$ cat src/rtl/scan_out_pkg.sv
// scan_out_pkg -- shared definitions for the scan-out stage.
//   `ASSERT / `DEASSERT : read-strobe levels (rd_en is active-low), guarded
//   scan_state_e        : raster FSM state encoding
//   RD_ASSERT/RD_DEASSERT : the same levels as package constants for RTL use
//   bar_rgb()           : colour-bar index -> {R,G,B} on/off bits, used only
//                         when SCAN_TEST_PATTERN_EN is defined
`ifndef ASSERT
`define ASSERT 1'b0
`endif
`ifndef DEASSERT
`define DEASSERT 1'b1
`endif

package scan_out_pkg;

    typedef enum logic [1:0] {
        ST_IDLE     = 2'd0,
        ST_WAIT_SOF = 2'd1,
        ST_LIVE     = 2'd2,
        ST_BLANK    = 2'd3
    } scan_state_e;

    localparam logic RD_ASSERT   = `ASSERT;
    localparam logic RD_DEASSERT = `DEASSERT;

    // Bars left to right: white, yellow, cyan, green, magenta, red, blue, black.
    function automatic logic [2:0] bar_rgb(input logic [2:0] bar);
        logic [2:0] rgb;
        case (bar)
            3'd0:    rgb = 3'b111;
            3'd1:    rgb = 3'b110;
            3'd2:    rgb = 3'b011;
            3'd3:    rgb = 3'b010;
            3'd4:    rgb = 3'b101;
            3'd5:    rgb = 3'b100;
            3'd6:    rgb = 3'b001;
            default: rgb = 3'b000;
        endcase
        return rgb;
    endfunction

endpackage

$ cat src/rtl/scan_out_timing_cnt.sv
// scan_out_timing_cnt -- horizontal/vertical raster counters and region decode.
// Ports:
//   clk_i, reset_ni : pixel clock, async active-low reset
//   run_i           : 1 = count, 0 = hold both counters at 0
//   active_o        : h < H_ACTIVE and v < V_ACTIVE
//   hsync_o/vsync_o : raw (undelayed) sync regions, active-high
//   sof_o           : h == 0 and v == 0
//   h_o             : current h count (only with SCAN_TEST_PATTERN_EN)
module scan_out_timing_cnt #(
    parameter int CNT_W    = 12,
    parameter int H_ACTIVE = 640,
    parameter int H_FP     = 16,
    parameter int H_SYNC   = 96,
    parameter int H_BP     = 48,
    parameter int V_ACTIVE = 480,
    parameter int V_FP     = 10,
    parameter int V_SYNC   = 2,
    parameter int V_BP     = 33
) (
    input  logic             clk_i,
    input  logic             reset_ni,
    input  logic             run_i,
    output logic             active_o,
    output logic             hsync_o,
    output logic             vsync_o,
    output logic             sof_o
`ifdef SCAN_TEST_PATTERN_EN
   ,output logic [CNT_W-1:0] h_o
`endif
);

    localparam int H_TOTAL = H_ACTIVE + H_FP + H_SYNC + H_BP;
    localparam int V_TOTAL = V_ACTIVE + V_FP + V_SYNC + V_BP;

    localparam logic [CNT_W-1:0] H_LAST = CNT_W'(H_TOTAL - 1);
    localparam logic [CNT_W-1:0] V_LAST = CNT_W'(V_TOTAL - 1);
    localparam logic [CNT_W-1:0] H_ACT  = CNT_W'(H_ACTIVE);
    localparam logic [CNT_W-1:0] V_ACT  = CNT_W'(V_ACTIVE);
    localparam logic [CNT_W-1:0] HS_BEG = CNT_W'(H_ACTIVE + H_FP);
    localparam logic [CNT_W-1:0] HS_END = CNT_W'(H_ACTIVE + H_FP + H_SYNC);
    localparam logic [CNT_W-1:0] VS_BEG = CNT_W'(V_ACTIVE + V_FP);
    localparam logic [CNT_W-1:0] VS_END = CNT_W'(V_ACTIVE + V_FP + V_SYNC);

    logic [CNT_W-1:0] h_q, h_d;
    logic [CNT_W-1:0] v_q, v_d;

    always_comb begin
        h_d = h_q;
        v_d = v_q;
        if (!run_i) begin
            h_d = '0;
            v_d = '0;
        end else if (h_q == H_LAST) begin
            h_d = '0;
            v_d = (v_q == V_LAST) ? '0 : v_q + CNT_W'(1);
        end else begin
            h_d = h_q + CNT_W'(1);
        end
    end

    always_ff @(posedge clk_i or negedge reset_ni) begin
        if (!reset_ni) begin
            h_q <= '0;
            v_q <= '0;
        end else begin
            h_q <= h_d;
            v_q <= v_d;
        end
    end

    assign active_o = (h_q < H_ACT) && (v_q < V_ACT);
    assign hsync_o  = (h_q >= HS_BEG) && (h_q < HS_END);
    assign vsync_o  = (v_q >= VS_BEG) && (v_q < VS_END);
    assign sof_o    = (h_q == '0) && (v_q == '0);

`ifdef SCAN_TEST_PATTERN_EN
    assign h_o = h_q;
`endif

endmodule

$ cat src/rtl/scan_out.sv
// scan_out -- display scan-out stage downstream of the frame buffer.
// Generates raster timing, issues one active-low read per active pixel in
// live frames, realigns returned data with the timing, and blanks to black in
// frames where the buffer was not ready at frame start.
// Ports:
//   clk_i, reset_ni : pixel clock (frame buffer rd_clk), async active-low reset
//   enable_i        : 1 = run raster, 0 = return to idle
//   fb_rdy_i        : frame buffer holds a readable frame (sampled at SOF only)
//   test_pat_i      : colour-bar override (only with SCAN_TEST_PATTERN_EN)
//   rd_data_i       : pixel data, valid RD_LAT clocks after rd_en_o
//   rd_en_o         : read request, active-low
//   hsync_o/vsync_o : syncs, active level SYNC_POL
//   de_o, pix_o     : data enable and pixel, aligned; pix_o is 0 when de_o is 0
//   frame_start_o   : one-clock pulse at h=0,v=0, on the rd_en_o timebase
// Optional build macro: SCAN_TEST_PATTERN_EN adds test_pat_i and bar generator.
//
// state       | meaning
// ------------+----------------------------------------------------------
// ST_IDLE     | counters held at 0, outputs at reset values
// ST_WAIT_SOF | counters running, first cycle is the frame decision
// ST_LIVE     | frame is read from the buffer
// ST_BLANK    | full timing, no reads, pixels black
module scan_out
    import scan_out_pkg::*;
#(
    parameter int   DATA_WIDTH = 24,
    parameter int   H_ACTIVE   = 640,
    parameter int   H_FP       = 16,
    parameter int   H_SYNC     = 96,
    parameter int   H_BP       = 48,
    parameter int   V_ACTIVE   = 480,
    parameter int   V_FP       = 10,
    parameter int   V_SYNC     = 2,
    parameter int   V_BP       = 33,
    parameter logic SYNC_POL   = 1'b0,
    parameter int   RD_LAT     = 1,
    parameter int   CNT_W      = 12
) (
    input  logic                  clk_i,
    input  logic                  reset_ni,
    input  logic                  enable_i,
    input  logic                  fb_rdy_i,
`ifdef SCAN_TEST_PATTERN_EN
    input  logic                  test_pat_i,
`endif
    input  logic [DATA_WIDTH-1:0] rd_data_i,
    output logic                  rd_en_o,
    output logic                  hsync_o,
    output logic                  vsync_o,
    output logic                  de_o,
    output logic [DATA_WIDTH-1:0] pix_o,
    output logic                  frame_start_o
);

    scan_state_e state_q, state_d;

    logic cnt_run, cnt_active, cnt_hs, cnt_vs, cnt_sof;
    logic go_live, rd_ok, live_now, raster_on;

    // Stages 0..RD_LAT of the timing pipe; the last stage drives the outputs.
    logic [RD_LAT:0]   de_pipe_q, hs_pipe_q, vs_pipe_q;
    // Live flag only needs to reach the stage that loads the pixel register.
    logic [RD_LAT-1:0] live_pipe_q;
    logic [DATA_WIDTH-1:0] pix_q, pix_d;

`ifdef SCAN_TEST_PATTERN_EN
    localparam int CH_W = DATA_WIDTH / 3;

    logic [CNT_W-1:0]  cnt_h;
    logic [RD_LAT-1:0] tp_pipe_q;
    logic [CNT_W-1:0]  h_pipe_q [RD_LAT];

    function automatic logic [DATA_WIDTH-1:0] bar_pixel(input logic [CNT_W-1:0] h);
        logic [2:0] rgb;
        int         bar;
        bar = (int'(h) * 8) / H_ACTIVE;
        rgb = bar_rgb(3'(bar));
        return DATA_WIDTH'({{CH_W{rgb[2]}}, {CH_W{rgb[1]}}, {CH_W{rgb[0]}}});
    endfunction

    // The pattern counts as a ready buffer so the frame runs with LIVE timing,
    // but no reads are issued while it is shown.
    assign go_live = fb_rdy_i | test_pat_i;
    assign rd_ok   = ~test_pat_i;
`else
    assign go_live = fb_rdy_i;
    assign rd_ok   = 1'b1;
`endif

    scan_out_timing_cnt #(
        .CNT_W    (CNT_W),
        .H_ACTIVE (H_ACTIVE),
        .H_FP     (H_FP),
        .H_SYNC   (H_SYNC),
        .H_BP     (H_BP),
        .V_ACTIVE (V_ACTIVE),
        .V_FP     (V_FP),
        .V_SYNC   (V_SYNC),
        .V_BP     (V_BP)
    ) u_timing (
        .clk_i    (clk_i),
        .reset_ni (reset_ni),
        .run_i    (cnt_run),
        .active_o (cnt_active),
        .hsync_o  (cnt_hs),
        .vsync_o  (cnt_vs),
        .sof_o    (cnt_sof)
`ifdef SCAN_TEST_PATTERN_EN
       ,.h_o      (cnt_h)
`endif
    );

    always_ff @(posedge clk_i or negedge reset_ni) begin
        if (!reset_ni) begin
            state_q <= ST_IDLE;
        end else begin
            state_q <= state_d;
        end
    end

    // At h=0,v=0 the decision already governs that cycle's read, so live_now
    // uses the decided frame type rather than waiting for state_q to update.
    always_comb begin
        state_d       = state_q;
        rd_en_o       = RD_DEASSERT;
        frame_start_o = 1'b0;
        live_now      = 1'b0;
        raster_on     = (state_q != ST_IDLE);

        unique case (state_q)
            ST_IDLE: begin
                if (enable_i) state_d = ST_WAIT_SOF;
            end
            ST_WAIT_SOF, ST_LIVE, ST_BLANK: begin
                if (cnt_sof) begin
                    state_d       = go_live ? ST_LIVE : ST_BLANK;
                    frame_start_o = 1'b1;
                    live_now      = go_live;
                end else begin
                    live_now      = (state_q == ST_LIVE);
                end
            end
            default: state_d = ST_IDLE;
        endcase

        if (live_now && cnt_active && rd_ok) rd_en_o = RD_ASSERT;
        if (!enable_i) state_d = ST_IDLE;
    end

    assign cnt_run = raster_on && enable_i;

    // Dropping enable flushes the pipe so in-flight reads never reach de_o.
    always_ff @(posedge clk_i or negedge reset_ni) begin
        if (!reset_ni) begin
            de_pipe_q   <= '0;
            hs_pipe_q   <= '0;
            vs_pipe_q   <= '0;
            live_pipe_q <= '0;
`ifdef SCAN_TEST_PATTERN_EN
            tp_pipe_q   <= '0;
            for (int i = 0; i < RD_LAT; i++) h_pipe_q[i] <= '0;
`endif
        end else if (!enable_i) begin
            de_pipe_q   <= '0;
            hs_pipe_q   <= '0;
            vs_pipe_q   <= '0;
            live_pipe_q <= '0;
`ifdef SCAN_TEST_PATTERN_EN
            tp_pipe_q   <= '0;
            for (int i = 0; i < RD_LAT; i++) h_pipe_q[i] <= '0;
`endif
        end else begin
            de_pipe_q      <= {de_pipe_q[RD_LAT-1:0], raster_on & cnt_active};
            hs_pipe_q      <= {hs_pipe_q[RD_LAT-1:0], raster_on & cnt_hs};
            vs_pipe_q      <= {vs_pipe_q[RD_LAT-1:0], raster_on & cnt_vs};
            live_pipe_q[0] <= live_now;
            for (int i = 1; i < RD_LAT; i++) live_pipe_q[i] <= live_pipe_q[i-1];
`ifdef SCAN_TEST_PATTERN_EN
            tp_pipe_q[0]   <= test_pat_i;
            h_pipe_q[0]    <= cnt_h;
            for (int i = 1; i < RD_LAT; i++) begin
                tp_pipe_q[i] <= tp_pipe_q[i-1];
                h_pipe_q[i]  <= h_pipe_q[i-1];
            end
`endif
        end
    end

    // Stage RD_LAT-1 lines up with the cycle rd_data_i is valid for that pixel.
    always_comb begin
        pix_d = '0;
        if (enable_i && de_pipe_q[RD_LAT-1]) begin
`ifdef SCAN_TEST_PATTERN_EN
            if (tp_pipe_q[RD_LAT-1]) begin
                pix_d = bar_pixel(h_pipe_q[RD_LAT-1]);
            end else if (live_pipe_q[RD_LAT-1]) begin
                pix_d = rd_data_i;
            end
`else
            if (live_pipe_q[RD_LAT-1]) pix_d = rd_data_i;
`endif
        end
    end

    always_ff @(posedge clk_i or negedge reset_ni) begin
        if (!reset_ni) begin
            pix_q <= '0;
        end else begin
            pix_q <= pix_d;
        end
    end

    assign de_o    = de_pipe_q[RD_LAT];
    assign hsync_o = hs_pipe_q[RD_LAT] ? SYNC_POL : ~SYNC_POL;
    assign vsync_o = vs_pipe_q[RD_LAT] ? SYNC_POL : ~SYNC_POL;
    assign pix_o   = pix_q;

endmodule
$ cat config.mk
export PLATFORM = sky130hd
export DESIGN_NAME = scan_out
export DESIGN_NICKNAME = d
export VERILOG_FILES = /design/src/rtl/scan_out_pkg.sv /design/src/rtl/scan_out_timing_cnt.sv /design/src/rtl/scan_out.sv
export SDC_FILE = /design/constraint.sdc
export NUM_CORES = 1
export LEC_CHECK = 0
export CORE_MARGIN = 2
export CORE_UTILIZATION = 40
export DETAILED_ROUTE_END_ITERATION = 12
export PLACE_DENSITY = 0.71
export RECOVER_POWER = 100
export SLEW_MARGIN = 0
export SYNTH_ARGS = -nofsm -noshare
export SYNTH_HDL_FRONTEND = slang
export SYNTH_SLANG_ARGS = --single-unit
$ cat constraint.sdc
create_clock -name clk_i -period 2.6 [get_ports clk_i]
set_input_delay 0.52 -clock clk_i [delete_from_list [all_inputs] [get_ports clk_i]]
set_output_delay 0.52 -clock clk_i [all_outputs]
set_load 0.01 [all_outputs]
==> flow_summary.json <==
{
  "rows": 29,
  "crit_fanout": 3,
  "die_area_mm2": 0.00717,
  "grt_pass1_wl_mm": 9.97,
  "gp_congestion": 0.828,
  "ys_ff_latch": 57,
  "max_freq_mhz": 399,
  "grt_max_degree": 58,
  "yosys_warnings": 0,
  "worst_skew_pair.late_latency_ns": 0.33,
  "ys.flop_type": "dfrtp_1",
  "placement.io_buffers": 56,
  "power_density_mw_per_mm2": 524,
  "power_leakage_nw": 1.60,
  "fill_cells": 575,
  "globalRouteOverflowTotal": 0,
  "wl_per_cell_um": 15.1,
  "place_inst": 378,
  "finClkSkew_ns": 0.00528,
  "die_w_um": 84.7,
  "drt-total-wl_mm": 6.02,
  "layout-drive-gt1-share": 0.121,
  "setup_violations": 0,
  "max_slew_margin": 0.0846,
  "worstPathRequired_ns": 2.08,
  "core_area_mm2": 0.00631,
  "nets": 351,
  "worstHoldPathType": "flip-flop to flip-flop",
  "synth_top_cells_by_count": "dfrtp_1 (57), and2_1 (29), nor2_1 (16), nand2_1 (15), nand3_1 (14)",
  "clk_pin_slew_ns": 0.06,
  "syn_inst": 241,
  "yosysTopAreaCellShare": 0.548,
  "async_flop_share": 1.00,
  "maxSlewViolCount": 0,
  "clockRootBuffer": "clkbuf_8",
  "vias": 2105,
  "diodes": 0,
  "final.period_utilization": 0.963,
  "cp.arrival_ns": 1.98,
  "tightest_slew_ns": 1.37,
  "dpl.hpwl_mm": 4.20,
  "synth_area_leader_cell": "dfrtp_1",
  "layout.cells.non_filler": 399,
  "outcome": "finished clean",
  "clk_path_buf_depth": 2,
  "cp-start-kind": "flip-flop",
  "syn2layout_area_growth_pct": 33.0,
  "io_pins": 57,
  "ys_types": 39,
  "synthMostInstantiatedCell": "dfrtp_1",
  "antenna_found_initial": 0,
  "final-hold-violation-count": 0,
  "grt_pass1_vias": 2051,
  "ys_top_cells_by_area": "dfrtp_1 (55%), and2_1 (7.0%), nand3_1 (2.7%), xor2_1 (2.7%), nand4_1 (2.6%)",
  "rsz0062_at_grt": "false",
  "cts_buffers": 9,
  "ant_nets": 0,
  "track_usage": 0.180,
  "htree_levels": 3,
  "postLayoutCoreUtil": 0.548,
  "vias_per_cell": 5.28,
  "drc": 0,
  "syn_area_mm2": 0.00260,
  "cts_sinks": 57,
  "cap_violations": 0,
  "period_needed_ns": 2.50,
  "drt_iter0_drc": 106,
  "hold_slack_ns": 0.455,
  "ir_drop_mv": 0.349,
  "seq_area_frac_synth": 0.548,
  "worstSetupPathType": "flip-flop to primary output",
  "drt_pass1_iterations": 4,
  "tns_ns": 0,
  "end_kind": "primary output",
  "tritoncts": "done",
  "syn-num-nets": 274,
  "synth_edf_count": 0,
  "start_util": 0.412,
  "die_h_um": 84.7,
  "syn_avg_cell_area_um2": 10.8
}
-- flip-flops by register name (all words and copies together) (netlist names) --
name and count:
u_timing.h_q 12, u_timing.v_q 12, pix_o 24, live_pipe_q 1, vs_pipe_q 2, state_q 2, hs_pipe_q 2, de_pipe_q 2
-- cells in the final DEF (no fill, tap or decap), types with 5 or more instances in the layout --
master	n
o21ai_0	5
clkbuf_8	10
xor2_1	8
nand2_1	15
dlygate4sd3_1	28
clkdlybuf4s50_1	25
and2_1	10
nor4_1	8
and2_0	19
nand4_1	11
inv_1	11
and3_1	7
clkbuf_1	7
nor2_1	16
buf_4	17
ha_1	5
dfrtp_1	57
nand3_1	15
-- final cells by class --
| class | instances | area (um^2) | share of cell area |
|---|---|---|---|
| sequential | 57 | 1430 | 0.412 |
| multi-input combinational | 160 | 1040 | 0.301 |
| timing repair buffer | 79 | 696 | 0.201 |
| clock buffer | 11 | 141 | 0.0408 |
| tap | 77 | 96.3 | 0.0278 |
| inverter | 11 | 41.3 | 0.0119 |
| clock inverter | 4 | 20.0 | 0.00578 |
-- worst paths after layout --
path,slack [ns],to,from,cells past startpoint
min reg2reg,0.45,hs_pipe_q[1],hs_pipe_q[0],1
max reg2reg,0.18,u_timing.v_q[0],u_timing.h_q[6],5
min,0.45,hs_pipe_q[1],hs_pipe_q[0],1
max in group asynchronous,1.20,u_timing.v_q[0],reset_ni,2
min in group asynchronous,0.58,pix_o[13],reset_ni,2
max,0.1,frame_start_o,u_timing.h_q[6],5
-- repair_timing --
item	in CTS	in global routing
setup buffers	6	0
endpoints found under the setup margin	2	2
hold buffers	0	0
pin swaps	1	2
resized for setup	4	6
hold endpoints to repair	0	0
-- layer usage --
layer  routed length (um)  GRT usage  vias up
met1                 2680      0.233     1023
met3                  390     0.0511        9
li1                     -          -      998
met2                 2830      0.279       75
met5                    0          0        -
met4                  117     0.0866        0
-- per-stage QoR --
stage / total power [mW] / area, um^2 / worst slack (ns)
after global placement: 1.13 / 3330 / 0.0800
final: 1.81 / 3460 / 0.0958
after detailed placement: 1.13 / 3330 / 0.0466
after floorplan: 1.02 / 2600 / 0.454
after CTS: 1.86 / 3540 / -0.0330
after global routing: 1.89 / 3460 / 0.0323
-- worst max-delay path, cell delays in order, from the launching register on --
cell,delay [ns]
dfrtp_1,0.38
or4_4,0.53
nand3b_1,0.24
nor2_1,0.18
o21a_1,0.14
clkbuf_1,0.17
-- kinds of logic (layout without fill, tap and decap cells) --
logic type      count (synthesis)  in the layout  synth area share
buf+inv                        24            105            0.0408
simple gates                  115            115             0.258
fa+ha+maj                       5              5            0.0240
flops                          57             57             0.548
xor+xnor                       11             11            0.0370
compound gates                 29             29            0.0923
-- power by group --
group          leakage [nW]  switching (mW)  total (mW)  internal, mW
clock network        0.0887           0.333       0.692         0.359
registers             0.790          0.0125       0.918         0.906
logic                 0.725           0.100       0.203         0.103
total                  1.60           0.446        1.81          1.37
(Power assumes the default switching activity.)
